`config.mk`:
```
export PLATFORM = sky130hd
export DESIGN_NAME = freq_gate_controller
export DESIGN_NICKNAME = d
export VERILOG_FILES = /design/src/rtl/freq_pkg.sv /design/src/rtl/freq_scale_sat.sv /design/src/rtl/freq_gate_controller.sv
export SDC_FILE = /design/constraint.sdc
export NUM_CORES = 1
export LEC_CHECK = 0
export ABC_AREA = 1
export ABC_CLOCK_PERIOD_IN_PS = 5300
export CORE_ASPECT_RATIO = 1.2
export CORE_MARGIN = 3
export CORE_UTILIZATION = 45
export CTS_CLUSTER_SIZE = 20
export DETAILED_ROUTE_END_ITERATION = 10
export PLACE_DENSITY_LB_ADDON = 0.12
export SYNTH_ARGS = -nofsm -noshare
export SYNTH_HDL_FRONTEND = slang
export SYNTH_HIERARCHICAL = 1
export SYNTH_SLANG_ARGS = --single-unit
```
`constraint.sdc`:
```
create_clock -name clk -period 5.3 [get_ports clk]
set_clock_uncertainty 0.15 [all_clocks]
set_input_delay 0.795 -clock clk [delete_from_list [all_inputs] [get_ports clk]]
set_output_delay 0.795 -clock clk [all_outputs]
set_load 0.1 [all_outputs]
```
`src/rtl/freq_pkg.sv`:
```
// Shared types and constants for the frequency-meter gate controller.
// Holds the FSM states, the gate range codes and the gate-length function.
package freq_pkg;

    typedef enum logic [2:0] {
        IDLE   = 3'd0,
        CLEAR  = 3'd1,
        GATE   = 3'd2,
        SETTLE = 3'd3,
        LATCH  = 3'd4
    } state_t;

    typedef enum logic [1:0] {
        R_1S    = 2'd0,
        R_100MS = 2'd1,
        R_10MS  = 2'd2
    } range_t;

    // Gate length in clock cycles for range r: clk_hz / 10^r.
    function automatic int unsigned gate_len(input int unsigned clk_hz, input range_t r);
        case (r)
            R_100MS: return clk_hz / 10;
            R_10MS:  return clk_hz / 100;
            default: return clk_hz;
        endcase
    endfunction

endpackage

```
`src/rtl/freq_scale_sat.sv`:
```
// Scales a raw gate count to Hz (x10^r with shifts and adds) and clamps
// the result to the largest value the 6-digit display can show.
module freq_scale_sat
    import freq_pkg::*;
#(
    parameter int N           = 28,
    parameter int MAX_DISPLAY = 999_999
) (
    input  logic [N-1:0] count,
    input  logic [1:0]   range_code,
    output logic [N-1:0] freq,
    output logic         overflow
);

    localparam int W = N + 4;
    localparam logic [W-1:0] MAX_W = W'(MAX_DISPLAY);
    localparam logic [N-1:0] MAX_N = N'(MAX_DISPLAY);

    logic [W-1:0] wide;
    logic [W-1:0] scaled;

    function automatic logic [W-1:0] times10(input logic [W-1:0] x);
        return (x << 3) + (x << 1);
    endfunction

    // A raw count already above the limit can wrap the x100 path, so it
    // forces saturation on its own.
    always_comb begin
        wide = {4'b0000, count};
        case (range_code)
            R_1S:    scaled = wide;
            R_100MS: scaled = times10(wide);
            default: scaled = times10(times10(wide));
        endcase
        overflow = (wide > MAX_W) || (scaled > MAX_W);
        freq     = overflow ? MAX_N : scaled[N-1:0];
    end

endmodule

```
`src/rtl/freq_gate_controller.sv`:
```
// Gate-window sequencer for the frequency meter: clears and enables the edge
// counter for a precise gate, waits for it to settle, then latches the result in Hz.
module freq_gate_controller
    import freq_pkg::*;
#(
    parameter int CLK_HZ        = 50_000_000,
    parameter int N             = 28,
    parameter int MAX_DISPLAY   = 999_999,
    parameter int SETTLE_CYCLES = 2,
    parameter int AUTO_HI       = 100_000,
    parameter int AUTO_LO       = 1_000
) (
    input  logic         clk,
    input  logic         rst,
    input  logic         start,
    input  logic         stop,
    input  logic         continuous,
    input  logic         auto_range,
    input  logic [1:0]   range_sel,
    input  logic [N-1:0] count_in,
    output logic         cnt_clr,
    output logic         cnt_en,
    output logic [N-1:0] freq_out,
    output logic         freq_valid,
    output logic         overflow,
    output logic         busy,
    output logic [1:0]   range_used
);

    localparam int TIMER_MAX = (CLK_HZ > SETTLE_CYCLES) ? CLK_HZ : SETTLE_CYCLES;
    localparam int TW = $clog2(TIMER_MAX + 1);

    localparam logic [TW-1:0] G0_LAST     = TW'(gate_len(CLK_HZ, R_1S) - 1);
    localparam logic [TW-1:0] G1_LAST     = TW'(gate_len(CLK_HZ, R_100MS) - 1);
    localparam logic [TW-1:0] G2_LAST     = TW'(gate_len(CLK_HZ, R_10MS) - 1);
    localparam logic [TW-1:0] SETTLE_LAST = TW'(SETTLE_CYCLES - 1);
    localparam logic [N-1:0]  HI_N        = N'(AUTO_HI);
    localparam logic [N-1:0]  LO_N        = N'(AUTO_LO);

    state_t        state;
    state_t        next_state;
    logic [TW-1:0] timer;
    logic [TW-1:0] gate_last;
    logic          gate_done;
    logic          settle_done;
    range_t        auto_r;
    range_t        auto_r_next;
    range_t        sel_range;
    logic          cnt_clr_d;
    logic          cnt_en_d;
    logic          latch_ok;
    logic [N-1:0]  scaled;
    logic          scaled_ovf;

    freq_scale_sat #(
        .N           (N),
        .MAX_DISPLAY (MAX_DISPLAY)
    ) u_scale (
        .count      (count_in),
        .range_code (range_used),
        .freq       (scaled),
        .overflow   (scaled_ovf)
    );

    // One timer serves both GATE and SETTLE; it restarts on every state change.
    always_ff @(posedge clk) begin
        if (rst) begin
            state <= IDLE;
            timer <= '0;
        end else begin
            state <= next_state;
            timer <= (next_state != state) ? '0 : timer + 1'b1;
        end
    end

    always_comb begin
        case (range_used)
            2'd1:    gate_last = G1_LAST;
            2'd2:    gate_last = G2_LAST;
            default: gate_last = G0_LAST;
        endcase
        gate_done   = (timer == gate_last);
        settle_done = (timer == SETTLE_LAST);
    end

    always_comb begin
        next_state = state;
        if (stop) begin
            next_state = IDLE;
        end else begin
            case (state)
                IDLE:    if (start) next_state = CLEAR;
                CLEAR:   next_state = GATE;
                GATE:    if (gate_done) next_state = SETTLE;
                SETTLE:  if (settle_done) next_state = LATCH;
                LATCH:   next_state = continuous ? CLEAR : IDLE;
                default: next_state = IDLE;
            endcase
        end
    end

    // Counter controls are decoded from the next state so they can be registered.
    always_comb begin
        cnt_clr_d = (next_state == CLEAR);
        cnt_en_d  = (next_state == GATE);
        latch_ok  = (state == LATCH) && !stop;

        if (auto_range)
            sel_range = auto_r;
        else if (range_sel == 2'd3)
            sel_range = R_10MS;
        else
            sel_range = range_t'(range_sel);

        auto_r_next = auto_r;
        if ((count_in >= HI_N) && (auto_r != R_10MS))
            auto_r_next = range_t'(auto_r + 2'd1);
        else if ((count_in < LO_N) && (auto_r != R_1S))
            auto_r_next = range_t'(auto_r - 2'd1);
    end

    always_ff @(posedge clk) begin
        if (rst) begin
            cnt_clr    <= 1'b0;
            cnt_en     <= 1'b0;
            freq_out   <= '0;
            freq_valid <= 1'b0;
            overflow   <= 1'b0;
            range_used <= 2'd0;
            auto_r     <= R_1S;
        end else begin
            cnt_clr    <= cnt_clr_d;
            cnt_en     <= cnt_en_d;
            freq_valid <= latch_ok;
            if (state == CLEAR)
                range_used <= sel_range;
            if (latch_ok) begin
                freq_out <= scaled;
                overflow <= scaled_ovf;
                auto_r   <= auto_r_next;
            end
        end
    end

    assign busy = (state != IDLE);

endmodule

```
* Yosys cells after proc, flatten, opt, wreduce, memory -nomap -nowiden
Index checks and enable logic that the tools add are counted.
Cells by class: reduce and logical (&&, ||, !) cells 12, $add $sub $neg 5, equal/unequal tests 13, multiplexer cells 13, order comparisons 4
Operators by type and width (count):
- 32-bit case mux with 2 select lines | 1
- 26-bit case mux with 2 select lines | 1
- 31-bit by 29-bit adder with 32-bit output | 1
- 32-bit adder | 1
- 32-bit by 20-bit greater-than comparator with 1-bit output, second input constant | 1
- 28-bit by 17-bit >= comparator with 1-bit output, second input constant | 1
- 28-bit by 20-bit greater-than comparator with 1-bit output, second input constant | 1
- 28-bit by 10-bit less-than comparator with 1-bit output, second input constant | 1
- 28-bit 2-to-1 mux | 1
- 26-bit by 1-bit adder with 26-bit output, second input constant | 1
- 26-bit by 1-bit == test with 1-bit output, second input constant | 1
- 26-bit == test | 1
- 3-bit case mux with 5 select lines | 1
- 3-bit 2-to-1 mux | 4
- 3-bit by 2-bit == test with 1-bit output, second input constant | 3
- 2-bit 2-to-1 mux | 4
- 3-bit by 1-bit == test with 1-bit output, second input constant | 2
- 2-bit == test, second input constant | 2
- 2-bit nonzero test | 2
- 3-bit == test, second input constant | 1
- 1-bit logical AND | 3
- 3-bit zero test | 1
- 3-bit != test | 1
- 3-bit nonzero test | 1
- other kinds (10) | 10
Word-level totals: bits in registers 65, logic and storage cells 56, output and inout port bits 35, bits of input ports 36

* Depth between registers and ports, before layout
depth after elaboration 8, gate-level depth with buffers 33, gate-level depth less buffers 33

* Hierarchy
The synthesis kept the hierarchy.
Modules (own cells, without submodules):
- freq_scale_sat | sequential area each 0.0 um^2, cells an instance 862, area an instance 4682.0 um^2, instances 1
- freq_gate_controller | sequential area each 1301.2 um^2, cells an instance 488, area an instance 3323.2 um^2, instances 1

* Least setup slack after synthesis
No wires, ideal clock.
path type in2reg, start point input count_in[0], end point register freq_out[19], setup time 132 ps, data arrival time 4086 ps, setup slack 931 ps, data required time 5018 ps, buffers on the path 1, stages on the path 30, cell sequence ha_1 -> fa_1 -> nand2_1 -> nand2_1 -> nand3_1 -> nand2_2 -> xor2_1 -> inv_1 -> ha_1 -> nand2_1 -> inv_1 -> nand2_1 -> o21bai_1 -> nand3_1 -> nand2_1 -> inv_1 -> nand4_2 -> a21oi_4 -> nand2_1 -> nand2_1 -> nand2_1 -> nand3_1 -> nand3_1 -> nor2_2 -> nand2_2 -> nor2_4 -> buf_8 -> nand3b_2 -> nand2_1 -> a21oi_1
Between the ends: longest elaborated chain between the ends 6, elaborated cells between the ends (all ways) 7, classes of those cells add/sub (2); order compare (2); mux (2); reduce/logical (1)
Ends and longest elaborated chain:
- from (decl) | line freq_gate_controller.sv:20 | input logic [N-1:0] count_in,
- 31-bit by 29-bit adder with 32-bit output | line freq_scale_sat.sv:23 | return (x << 3) + (x << 1);
- 32-bit adder | line freq_scale_sat.sv:23
- 32-bit case mux with 2 select lines | line freq_scale_sat.sv:30 | case (range_code)
- 32-bit by 20-bit greater-than comparator with 1-bit output | line freq_scale_sat.sv:35 | overflow = (wide > MAX_W) || (scaled > MAX_W);
- 1-bit logical OR | line freq_scale_sat.sv:35
- 28-bit 2-to-1 mux (*) | line freq_scale_sat.sv:36 | freq = overflow ? MAX_N : scaled[N-1:0];
- net scaled[19] | line freq_gate_controller.sv:52 | logic [N-1:0] scaled;
- to (signal assigned) | line freq_gate_controller.sv:138 | freq_out <= scaled;
- to (decl) | line freq_gate_controller.sv:23 | output logic [N-1:0] freq_out,
The timed path passes the listed nets; every way through them passes the cells marked *. A chain may end at the register's enable or synchronous reset.

* Worst setup path after layout
start point input count_in[6], end point register freq_out[9]
Same word-level chain as after synthesis.

==> results.sh <==
export IMPL_ys_async_sr_fraction_pct=0
export IMPL_cpMostUsedCell="nand2_1"
export IMPL_num_vias=8593
export IMPL_first_global_vias=8119
export IMPL_grt_max_degree=38
export IMPL_cp_depth=30
export IMPL_power_density_nw_per_um2=241
export IMPL_cts_tree="yes"
export IMPL_crit_required_ns=5.34
export IMPL_drtAntennaViolNets=0
export IMPL_first_pass_iters=5
export IMPL_relSlewSlack_pct=32.7
export IMPL_cts_root_buffer="clkbuf_16"
export IMPL_cp_top_family="simple AND/OR/NAND/NOR gates"
export IMPL_tns_ns=0
export IMPL_start_util_pct=46.6
export IMPL_grt_total_usage_pct=23.1
export IMPL_tightest_slew_ns=1.01
export IMPL_max_freq_mhz=199
export IMPL_synth_seq_cells=65
export IMPL_drc_errors=0
export IMPL_dp_hpwl_um=18700
export IMPL_synthFlopType="dfxtp_1"
export IMPL_rrSetupSlack_ns=2.13
export IMPL_cts_htree_levels=3
export IMPL_gp_congestion=0.994
export IMPL_arrival_ns=5.07
export IMPL_setup_viol=0
export IMPL_yosysTopAreaCellShare_pct=19.2
export IMPL_min_path_type="register to register"
export IMPL_startpoint="count_in[6]"
export IMPL_yosys_warnings=6
export IMPL_status="complete, no violations"
export IMPL_grt_antenna_before_repair=0
export IMPL_clkSinkCount=65
export IMPL_finalPower_uw=2360
export IMPL_layout_common_cells="nand2_1 (409), inv_1 (187), nor2_1 (111)"
export IMPL_die_x_um=128
export IMPL_slowest_delay_ns=0.52
export IMPL_rsz0062_at_grt="false"
export IMPL_top_usage_layer="met2"
export IMPL_ctsLongestPathBuffers=2
export IMPL_crit_path_max_fanout=6
export IMPL_use_met1_pct=30.4
export IMPL_fp_row_count=52
export IMPL_overflow=0
export IMPL_grtUsageMet3_pct=1.97
export IMPL_port_buffer_count=70
export IMPL_antenna_cells=0
export IMPL_grt_first_pass_wirelength_um=37700
export IMPL_rr_worst_depth=17
export IMPL_ys_top_cells_by_area="nand2_1 (19%), dfxtp_1 (16%), ha_1 (8.9%), inv_1 (8.8%), a21oi_1 (5.7%)"
export IMPL_yosysTopAreaCell="nand2_1"
export IMPL_synth_edf_count=0
export IMPL_fin_crit_ns=5.03
export IMPL_final_common_cell="nand2_1"
export IMPL_grtUsageMet2_pct=39.7
export IMPL_layout_drive_gt1_share_pct=16.2
export IMPL_leakage_uw=0.00454
export IMPL_pin_count=71
export IMPL_netlist_cell_type_count=55
export IMPL_cts_buffers=9
export IMPL_maxCapViolations=0
export IMPL_fin_crit_sh_pct=94.8
export IMPL_cts_hold_buf=0
export IMPL_avgRoutedWirePerCell_um=13.5
export IMPL_r2r_end="freq_out[9]$_SDFFE_PP0P_"
export IMPL_regToRegStartpoint="range_used[1]$_SDFFE_PP0P_"
export IMPL_hold_violations=0
export IMPL_avgSynthCellArea_um2=5.93
export IMPL_cp_slowest_cell="clkdlybuf4s50_1"
export IMPL_dieArea_um2=19400
export IMPL_syn_area_um2=8010
export IMPL_syn2layout_area_growth_pct=22.2
export IMPL_n_fill_cell=1779
export IMPL_viasPerCell=5.05
export IMPL_final_nets=1575
export IMPL_cts_clk_slew_worst_paths_ns=0.05
export IMPL_crit_end="freq_out[9]$_SDFFE_PP0P_"
export IMPL_core_area_um2=17200
export IMPL_crit_buf_inv=5
export IMPL_worstSetupPathType="input port to register"
export IMPL_synthCells=1350
export IMPL_drt_iter0_drc=524
export IMPL_clock_latency_ns=0.33
export IMPL_ir_worst_vdd_mv=0.157
export IMPL_crit_path_start_kind="input port"
export IMPL_drv_slew=0
export IMPL_hold_worst_slack_ns=0.311
export IMPL_die_height_um=152
export IMPL_endpoint_kind="register"
export IMPL_routed_wl_um=22900
export IMPL_ys_seq_area_share_pct=16.3
-- cell type report --
| class | instances | area, um2 | share of cell area (%) |
|---|---|---|---|
| clock inverter | 3 | 15.0 | 0.153 |
| multi-input combinational | 1061 | 5930 | 60.6 |
| tap | 216 | 270 | 2.76 |
| timing repair buffer | 141 | 1240 | 12.7 |
| inverter | 202 | 758 | 7.75 |
| clock buffer | 12 | 267 | 2.72 |
| sequential | 65 | 1300 | 13.3 |
-- cells in the mapped netlist (3+ instances only) --
| library cell | number |
|---|---|
| nand2_1 | 410 |
| inv_1 | 188 |
| nor2_1 | 111 |
| a21oi_1 | 91 |
| nand3_1 | 79 |
| dfxtp_1 | 65 |
| ha_1 | 57 |
| nand2_2 | 39 |
| nor2_2 | 38 |
| xor2_1 | 36 |
| o21ai_0 | 35 |
| nand4_1 | 22 |
| nor3_1 | 21 |
| nand3_2 | 16 |
| clkbuf_1 | 13 |
| inv_2 | 12 |
| nand3b_1 | 11 |
| buf_4 | 10 |
| xnor2_1 | 9 |
| o221ai_1 | 8 |
| o22ai_1 | 8 |
| nor2_4 | 7 |
| a31oi_1 | 4 |
| buf_6 | 4 |
| nand2_4 | 4 |
| nor4_1 | 4 |
| a21boi_0 | 3 |
| a21oi_2 | 3 |
| and2_1 | 3 |
| nand3b_2 | 3 |
| nor3_2 | 3 |
| o211ai_1 | 3 |
| o21ai_1 | 3 |
| o21bai_1 | 3 |
-- what timing repair did --
action | 4_1_cts | 5_1_grt
setup buffers | 0 | 1
setup endpoints to repair | 0 | 20
resized for setup | 0 | 28
-- routing by layer --
layer / share of wire (%) / routed length (um)
met5: 0 / 0
met4: 2.5 / 571
met3: 4.4 / 1020
met2: 49 / 11200
met1: 44 / 10100
-- cell families (layout without fill, tap and decap cells) --
| logic type | after synthesis | count (layout) | share of synthesized area (%) |
|---|---|---|---|
| AND/OR/NAND/NOR | 779 | 780 | 45.4 |
| buffers and inverters | 232 | 358 | 11.9 |
| AO/OA/AOI/OAI | 169 | 169 | 12.1 |
| flip-flops | 65 | 65 | 16.3 |
| adder cells (fa/ha/maj) | 59 | 59 | 9.41 |
| XOR/XNOR | 45 | 45 | 4.92 |
| other | 1 | 8 | 0.0468 |
-- worst min-delay path by stage --
stage,cells past startpoint,endpoint,from,slack [ns]
after detailed placement,2,freq_out[25]$_SDFFE_PP0P_,freq_out[25]$_SDFFE_PP0P_,0.30
after CTS,2,freq_out[25]$_SDFFE_PP0P_,freq_out[25]$_SDFFE_PP0P_,0.31
after global routing,2,freq_out[25]$_SDFFE_PP0P_,freq_out[25]$_SDFFE_PP0P_,0.33
after global placement,2,freq_out[22]$_SDFFE_PP0P_,freq_out[22]$_SDFFE_PP0P_,0.30
final,2,freq_out[25]$_SDFFE_PP0P_,freq_out[25]$_SDFFE_PP0P_,0.31
after floorplan,1,timer[0]$_SDFF_PP0_,timer[0]$_SDFF_PP0_,0.29
-- registers in the layout (all words and copies together), names as in the netlist --
| register | cells |
|---|---|
| freq_out | 28 |
| timer | 26 |
| state | 3 |
| auto_r | 2 |
| range_used | 2 |
| cnt_clr | 1 |
| cnt_en | 1 |
| freq_valid | 1 |
| overflow | 1 |
-- through the flow --
step / cell area, um2 / util (%) / instances / setup slack [ns]
finish: 9790 / 57.0 / 1700 / 0.273
floorplan: 8030 / - / 1357 / 0.931
global route: 9790 / 57.0 / 1700 / 0.00670
CTS: 9620 / 56.0 / 1698 / 0.212
global placement: 9330 / 54.3 / 1683 / -0.0589
detailed placement: 9330 / 54.3 / 1683 / -0.117
-- worst reg2reg max path: stages (launching register included) --
cell and delay [ns]:
dfxtp_1 0.35, clkinv_1 0.31, nand2_1 0.16, buf_4 0.26, clkinv_1 0.36, a21oi_1 0.35, nand2_1 0.08, inv_1 0.08
nand2_1 0.05, nand2_1 0.05, nand3_1 0.08, nand3_1 0.08, nand2_1 0.09, nor2_4 0.21, buf_6 0.17, nand3_2 0.07
nand2_1 0.06, a21oi_1 0.08
-- power breakdown --
group | leakage, uW | internal [uW] | total [uW] | switching, uW
Sequential | 0.000524 | 493 | 496 | 3.49
Combinational | 0.00388 | 518 | 1310 | 794
Clock | 0.000144 | 349 | 553 | 204
Total | 0.00454 | 1360 | 2360 | 1000
Power figures use the tool's default switching activity.
